## src/rtl/kronos_branch_resolve.sv

```systemverilog
// Execute-stage branch resolution: condition compare, target/link generation,
// a one-entry result register, fetch redirect and wrong-path squashing.

// Condition comparator for conditional branches, keyed by funct3.
module kronos_branch (
   input  logic [2:0]  op,
   input  logic [31:0] rs1,
   input  logic [31:0] rs2,
   output logic        taken
);
   // Unused funct3 encodings (010/011) never take.
   always_comb begin
      taken = 1'b0;
      case (op)
         3'b000:  taken = (rs1 == rs2);
         3'b001:  taken = (rs1 != rs2);
         3'b100:  taken = ($signed(rs1) <  $signed(rs2));
         3'b101:  taken = ($signed(rs1) >= $signed(rs2));
         3'b110:  taken = (rs1 <  rs2);
         3'b111:  taken = (rs1 >= rs2);
         default: taken = 1'b0;
      endcase
   end
endmodule

module kronos_branch_resolve #(
   parameter bit CATCH_MISALIGN = 1'b1
) (
   input  logic        clk,
   input  logic        rst,
   input  logic        dec_vld,
   output logic        dec_rdy,
   input  logic [1:0]  dec_kind,
   input  logic [2:0]  dec_op,
   input  logic [31:0] dec_pc,
   input  logic [31:0] dec_imm,
   input  logic [31:0] dec_rs1,
   input  logic [31:0] dec_rs2,
   output logic        res_vld,
   input  logic        res_rdy,
   output logic        res_taken,
   output logic [31:0] res_target,
   output logic [31:0] res_link,
   output logic        res_wb,
   output logic        res_trap,
   output logic        redirect,
   input  logic        redirect_ack,
   output logic [31:0] cnt_branch,
   output logic [31:0] cnt_taken
);
   localparam logic [1:0] K_BR = 2'b00, K_JAL = 2'b01, K_JALR = 2'b10;

   typedef enum logic {RUN, SQUASH} state_t;

   // ctl marks a real control transfer so retire can count it.
   typedef struct packed {
      logic        taken;
      logic [31:0] target;
      logic [31:0] link;
      logic        wb;
      logic        trap;
      logic        ctl;
   } res_t;

   state_t state_q, state_d;
   res_t   res_d, res_q;
   logic   cmp_taken;
   logic   load;
   logic   retire;

   kronos_branch u_cmp (
      .op    (dec_op),
      .rs1   (dec_rs1),
      .rs2   (dec_rs2),
      .taken (cmp_taken)
   );

   // Decode-side result: target, taken, trap and writeback qualification.
   always_comb begin
      res_d        = '0;
      res_d.link   = dec_pc + 32'd4;
      res_d.target = dec_pc + dec_imm;
      res_d.ctl    = (dec_kind != 2'b11);
      case (dec_kind)
         K_BR:    res_d.taken = cmp_taken;
         K_JAL:   res_d.taken = 1'b1;
         K_JALR: begin
            res_d.taken  = 1'b1;
            res_d.target = (dec_rs1 + dec_imm) & 32'hFFFF_FFFE;
         end
         default: res_d.taken = 1'b0;
      endcase
      res_d.trap = res_d.taken & res_d.target[1] & CATCH_MISALIGN;
      // A trapping jump must not write its link register.
      res_d.wb   = ((dec_kind == K_JAL) || (dec_kind == K_JALR)) & ~res_d.trap;
   end

   // State register; reset abandons any pending redirect.
   always_ff @(posedge clk or posedge rst) begin
      if (rst) state_q <= RUN;
      else     state_q <= state_d;
   end

   // Next state and handshake. Squashed instructions never enter the result
   // register, so decode is always ready while a redirect is outstanding.
   always_comb begin
      state_d = state_q;
      dec_rdy = 1'b1;
      load    = 1'b0;
      case (state_q)
         RUN: begin
            dec_rdy = ~res_vld | res_rdy;
            load    = dec_vld & dec_rdy;
            if (load && res_d.taken && !res_d.trap) state_d = SQUASH;
         end
         SQUASH: begin
            dec_rdy = 1'b1;
            if (redirect_ack) state_d = RUN;
         end
         default: state_d = RUN;
      endcase
   end

   assign redirect = (state_q == SQUASH);
   assign retire   = res_vld & res_rdy;

   // One-entry result register; a reload in the retire cycle avoids a bubble.
   always_ff @(posedge clk or posedge rst) begin
      if (rst) begin
         res_vld <= 1'b0;
         res_q   <= '0;
      end else if (load) begin
         res_vld <= 1'b1;
         res_q   <= res_d;
      end else if (res_rdy) begin
         res_vld <= 1'b0;
      end
   end

   // Retire-time statistics, free-running with natural 32-bit wrap.
   always_ff @(posedge clk or posedge rst) begin
      if (rst) begin
         cnt_branch <= '0;
         cnt_taken  <= '0;
      end else if (retire) begin
         if (res_q.ctl)                  cnt_branch <= cnt_branch + 32'd1;
         if (res_q.taken && !res_q.trap) cnt_taken  <= cnt_taken + 32'd1;
      end
   end

   assign res_taken  = res_q.taken;
   assign res_target = res_q.target;
   assign res_link   = res_q.link;
   assign res_wb     = res_q.wb;
   assign res_trap   = res_q.trap;
endmodule

```

## config.mk

```make
export PLATFORM = sky130hd
export DESIGN_NAME = kronos_branch_resolve
export DESIGN_NICKNAME = d
export VERILOG_FILES = /design/src/rtl/kronos_branch_resolve.sv
export SDC_FILE = /design/constraint.sdc
export NUM_CORES = 1
export LEC_CHECK = 0
export BUFFER_PORTS_ARGS = -buffer_cell sky130_fd_sc_hd__buf_2
export CAP_MARGIN = 20
export CORE_UTILIZATION = 45
export CTS_CLUSTER_SIZE = 24
export DETAILED_ROUTE_END_ITERATION = 10
export PLACE_DENSITY = 0.71
export SETUP_SLACK_MARGIN = 0.5
export SLEW_MARGIN = 20
export SYNTH_ARGS = -nofsm -noshare
export SYNTH_HDL_FRONTEND = slang
export SYNTH_SLANG_ARGS = --single-unit
```

## constraint.sdc

```tcl
create_clock -name clk -period 4.1 [get_ports clk]
set_input_delay 0.82 -clock clk [delete_from_list [all_inputs] [get_ports clk]]
set_output_delay 0.82 -clock clk [all_outputs]
set_load 0.1 [all_outputs]
```

# ---- Word-level counts from Yosys, hierarchy flattened
# Cells that the tools add are included.
# W data, S select, Z words.
dict set report totals {
  register_bits 134
  in_bits 138
  out_inout_bits 134
}
dict set report classes {
  add_sub_neg 5
  order_cmp 4
  eq_ne 10
  mux 10
  bitwise_logic 8
  reduce_logical 12
}
# cell n
set op_table {}
lappend op_table {{$add A32 B1 Y32 const B} 2}
lappend op_table {{$add A32 B32 Y32} 2}
lappend op_table {{$ge A32 B32 Y1} 2}
lappend op_table {{$lt A32 B32 Y1} 2}
lappend op_table {{$add A32 B3 Y32 const B} 1}
lappend op_table {{$eq A32 B32 Y1} 1}
lappend op_table {{$mux W32} 1}
lappend op_table {{$ne A32 B32 Y1} 1}
lappend op_table {{$eq A3 B3 Y1 const B} 4}
lappend op_table {{$pmux W1 S2} 3}
lappend op_table {{$pmux W1 S6} 1}
lappend op_table {{$mux W1} 5}
lappend op_table {{$and A1 B1 Y1} 4}
lappend op_table {{$reduce_and A2 Y1} 2}
lappend op_table {{$eq A3 B1 Y1 const B} 1}
lappend op_table {{$logic_and A1 B1 Y1} 3}
lappend op_table {{$logic_not A3 Y1} 1}
lappend op_table {{$not A1 Y1} 3}
lappend op_table {{$eq A2 B1 Y1 const B} 1}
lappend op_table {{$eq A2 B2 Y1 const B} 1}
lappend op_table {{$logic_not A1 Y1} 2}
lappend op_table {{$logic_not A2 Y1} 1}
lappend op_table {{$ne A2 B2 Y1 const B} 1}
lappend op_table {{$reduce_bool A2 Y1} 1}
lappend op_table {{3 further kinds} 3}

# ---- Longest topological paths before layout
dict set report logic_depth {
  ltp_word 8
  ltp_mapped 12
  ltp_nobuf 12
}

# ---- Cells and area by module
# From an unflattened synthesis, not the netlist that was laid out.
dict set report hier_totals {
  cells_unflattened 1275
  hier_area_um2 10770.3
}
# mod instances cells_each area_each_um2 seq_area_each_um2
set modules_own_cells {}
lappend modules_own_cells {kronos_branch_resolve 1 1147 9846.9 3353.2}
lappend modules_own_cells {kronos_branch 1 128 923.4 0.0}

# ---- Worst setup path before layout
# Ideal clock, no wire load.
dict set report synth_path {
  path_type {input to register}
  startpoint {input port dec_imm[0]}
  endpoint {register res_q, in the netlist res_target[30]}
  setup_time_ns 0.123
  arrival_time_ns 3.267
  t_required_ns 3.977
  slack_ns 0.710
  path_stages 12
  cell_sequence {and2_1 -> fa_1 -> a211oi_1 -> o21ai_1 -> a2111oi_4 -> nor4_1 -> o31ai_1 -> and2b_2 -> o21ai_2 -> a221oi_2 -> xnor2_1 -> o221a_2}
}
dict set report synth_between {
  elab_chain_cells 2
}
# item line_no
set synth_rtl {}
lappend synth_rtl {{from (decl)} 36} ;# input logic [31:0] dec_imm,
lappend synth_rtl {{$add A32 B32 Y32 (on tied branches)} {82, 89}}
lappend synth_rtl {{$mux W32 *} 84} ;# case (dec_kind)
lappend synth_rtl {{to (signal assigned)} 134} ;# res_q <= res_d;
lappend synth_rtl {{to (decl)} 66} ;# res_t res_d, res_q;
# Every way passes the cells marked *; elsewhere a longest branch is shown, timed or not.
# A chain may end at the register's enable or synchronous reset.

# ---- Worst setup path in the final report
# Ends and elaborated chain as after synthesis.

==> out/summary.txt <==
Max clock buf depth -> 2
Area after DPL -> 11630 um2
Sequential share of the synthesized area -> 0.3223
Fin Clk Skew -> 0.006914 ns
DP Wirelength -> 22460 um
Syn Area/Cell -> 8.576 um2
Initial antenna violation count -> 2
I/O Pins -> 272
Required time of the worst setup path -> 4.41 ns
Sink Count -> 134
Max Clk Rate -> 294.9 MHz
Relative slew margins -> 0.4181
Largest net degree at the start of global routing -> 64
Post-Syn Nets -> 1453
Antenna-violating nets left -> 0
Power density cells -> 512.5 nW/um2
Share of layout cells above drive strength 1 -> 0.2321
Post-synth EDFFs -> 0
Post-synth top area share -> 0.3223
CP Max Fanout -> 3
# nets final -> 1662
Status -> finished, final reports clean
RSZ-0062 raised after global routing -> no
CTS buffer count -> 17
Post-synth top area cell -> dfrtp_1
Vias in the first global route -> 8685
Synthesis-to-layout area growth -> 17.78%
Clk_lat worst skew -> 0.42 ns
Root Buffer -> clkbuf_16
Post-CTS Setup Inserts -> 0
Detailed Route WL -> 27860 um
CTS tree -> built
Worst vdd ir -> 0.3420 mV
RePlAce Congestion -> 0.9347
Critical path type -> in2reg
Reg clk slew, reported paths -> 0.06 ns
H-Tree Depth -> 4
Via count -> 9235
Slew @ Worst Pin -> 0.8710 ns
Final setup viols -> 0
Post-synthesis cell area -> 10400 um2
Leakage -> 6.244 nW
Width of the chip -> 154.0 um
Die Ht -> 154.0 um
# DRC -> 0
Die area -> 23730 um2
Max Cap Viol -> 0
Site Rows -> 55
I/O Buffers -> 271
Core Util, Final -> 0.5411
Core Region -> 22640 um2
Count of final hold-check violations -> 0
Average wire per standard cell -> 16.18 um
Ys flop type -> dfrtp_1
CP arrival -> 3.70 ns
Total GRT Usage -> 0.2377
Asr flop ratio synth -> 1.000
Dominant cells by area after synthesis -> dfrtp_1 (32%), ha_1 (12%), xnor2_1 (7.2%)
Design area -> 12250 um2
Synthesis-stage register bit count -> 134
Cell count after synthesis -> 1213
Setup_tns -> 0 ns
First DRT Iteration DRCs -> 521
FF-to-FF path depth -> 10
Tmin final -> 3.391 ns
Hold Crit Depth -> 1
Grt total ovfl -> 0
Distinct cells, synth -> 65
Starting Density -> 0.4595
Worst Setup Start Kind -> primary input
Vias per inst -> 5.363
Final period utilization -> 0.8271
Detailed Routing Iterations Pass 1 -> 5
YS warnings -> 0
Max Slew Vio Count -> 0
Global-route wire length before repair -> 44460 um
Hold Path Class -> reg2reg
Setup crit end kind -> register
cell families (layout without fill, tap and decap cells):
group                      count (synthesis)  count (layout)  synth area share
DFF                                      134             134            0.3223
buffers and inverters                    148             370           0.07650
other                                      0               2                 0
AOI/OAI and AO/OA                        300             300            0.1821
muxes                                      5               5          0.005052
adders and majority gates                102             102            0.1241
and+or+nand+nor                          382             382            0.1703
xor gates and xnor gates                 142             142            0.1196
per-layer routing:
metal | vias up | GRT usage | part of all wire
met3 | 50 | 0.03777 | 0.061
li1 | 4617 | - | -
met1 | 4241 | 0.3133 | 0.46
met2 | 327 | 0.3894 | 0.46
met5 | - | 0 | 0
met4 | 0 | 0.09429 | 0.024
Yosys cell counts, types with 2 or more instances:
| cell type | instances |
|---|---|
| o21ai_0 | 103 |
| nor4_1 | 2 |
| and2_1 | 3 |
| nand2_1 | 137 |
| mux2i_1 | 3 |
| nand4_1 | 29 |
| xnor2_1 | 86 |
| ha_1 | 100 |
| or2_2 | 4 |
| xor2_1 | 56 |
| nand2b_1 | 11 |
| nor3_1 | 15 |
| nor2_1 | 99 |
| nor3b_1 | 4 |
| buf_4 | 64 |
| and3_1 | 16 |
| clkbuf_1 | 23 |
| o22ai_1 | 3 |
| and4_1 | 6 |
| a21oi_1 | 67 |
| a211o_1 | 2 |
| nor2b_1 | 8 |
| mux2_2 | 2 |
| fa_1 | 2 |
| a221oi_2 | 2 |
| o211ai_1 | 6 |
| a21o_1 | 38 |
| o21a_1 | 10 |
| a221oi_1 | 3 |
| o21ai_1 | 3 |
| a211oi_1 | 12 |
| a31oi_1 | 12 |
| o21bai_1 | 12 |
| nand3_1 | 40 |
| inv_1 | 61 |
| o21ba_2 | 2 |
| a22oi_1 | 3 |
| dfrtp_1 | 134 |
| o31ai_1 | 4 |
where the power goes:
part / switching (mW) / internal [mW] / total [mW]
registers: 0.158 / 1.54 / 1.70
logic: 2.41 / 0.614 / 3.03
clock network: 0.578 / 0.971 / 1.55
total: 3.15 / 3.13 / 6.28
worst max-delay path: stages:
cell       delay, ns
buf_2           0.12
and2_1          0.17
fa_1            0.41
a211oi_1        0.28
o21ai_1         0.20
a2111oi_4       0.38
nor4_1          0.15
o31ai_1         0.28
and2b_2         0.22
o21ai_2         0.08
a221oi_2        0.28
xnor2_1         0.09
o221a_2         0.23
metrics by stage:
stage               hold slack, ns  setup WS [ns]  instances  power (mW)
finish                      0.4648         0.7088       1722       6.280
global route                0.4908         0.5450       1722       6.555
CTS                         0.4634         0.6197       1720       6.304
detailed placement          0.4516         0.1698       1688       4.745
global placement            0.4509         0.2516       1688       4.710
floorplan                   0.4400         0.7102       1213       4.371
state kept, by name, summed over array words and instances, names as in the netlist, 32 cells and up:
signal and flops:
cnt_branch 32, cnt_taken 32, res_link 32, res_target 32
area by class of cell:
class | instances | area [um2]
diodes | 2 | 5.005
clock buffers | 20 | 446.7
clock inverters | 12 | 153.9
fillers | 2126 | 10390
inverters | 61 | 232.7
multi-input cells | 931 | 6277
flip-flops and latches | 134 | 3353
well taps | 285 | 356.6
repair buffers | 277 | 1426
repair_timing:
| item | in CTS | in global routing |
|---|---|---|
| setup endpoints to repair | 0 | 3 |
| hold buffers | 0 | 0 |
| gates resized for setup | 0 | 2 |
| hold endpoints to repair | 0 | 0 |
path summary, 6_finish.rpt:
kind	slack, ns	end	start
max	0.71	res_target[30]$_DFFE_PP0P_	dec_imm[0]
min	0.46	cnt_branch[31]$_DFFE_PP0P_	cnt_branch[31]$_DFFE_PP0P_
max reg2reg	1.68	cnt_branch[30]$_DFFE_PP0P_	res_vld$_DFFE_PP0P_
min reg2reg	0.46	cnt_branch[31]$_DFFE_PP0P_	cnt_branch[31]$_DFFE_PP0P_
max in group asynchronous	2.58	res_target[15]$_DFFE_PP0P_	rst
min in group asynchronous	0.57	cnt_branch[31]$_DFFE_PP0P_	rst
cell usage in the layout (no fill, tap or decap), drive strengths merged, types with 13 or more instances in the layout:
master and instances:
buf 277, nand2 137, dfrtp 134, o21ai 107, ha 100, nor2 99
xnor2 86, a21oi 68, inv 60, xor2 56, nand3 41, a21o 39
nand4 29, clkbuf 20, and3 16, nor3 15, a31oi 13
Power figures use the tool's default switching activity.
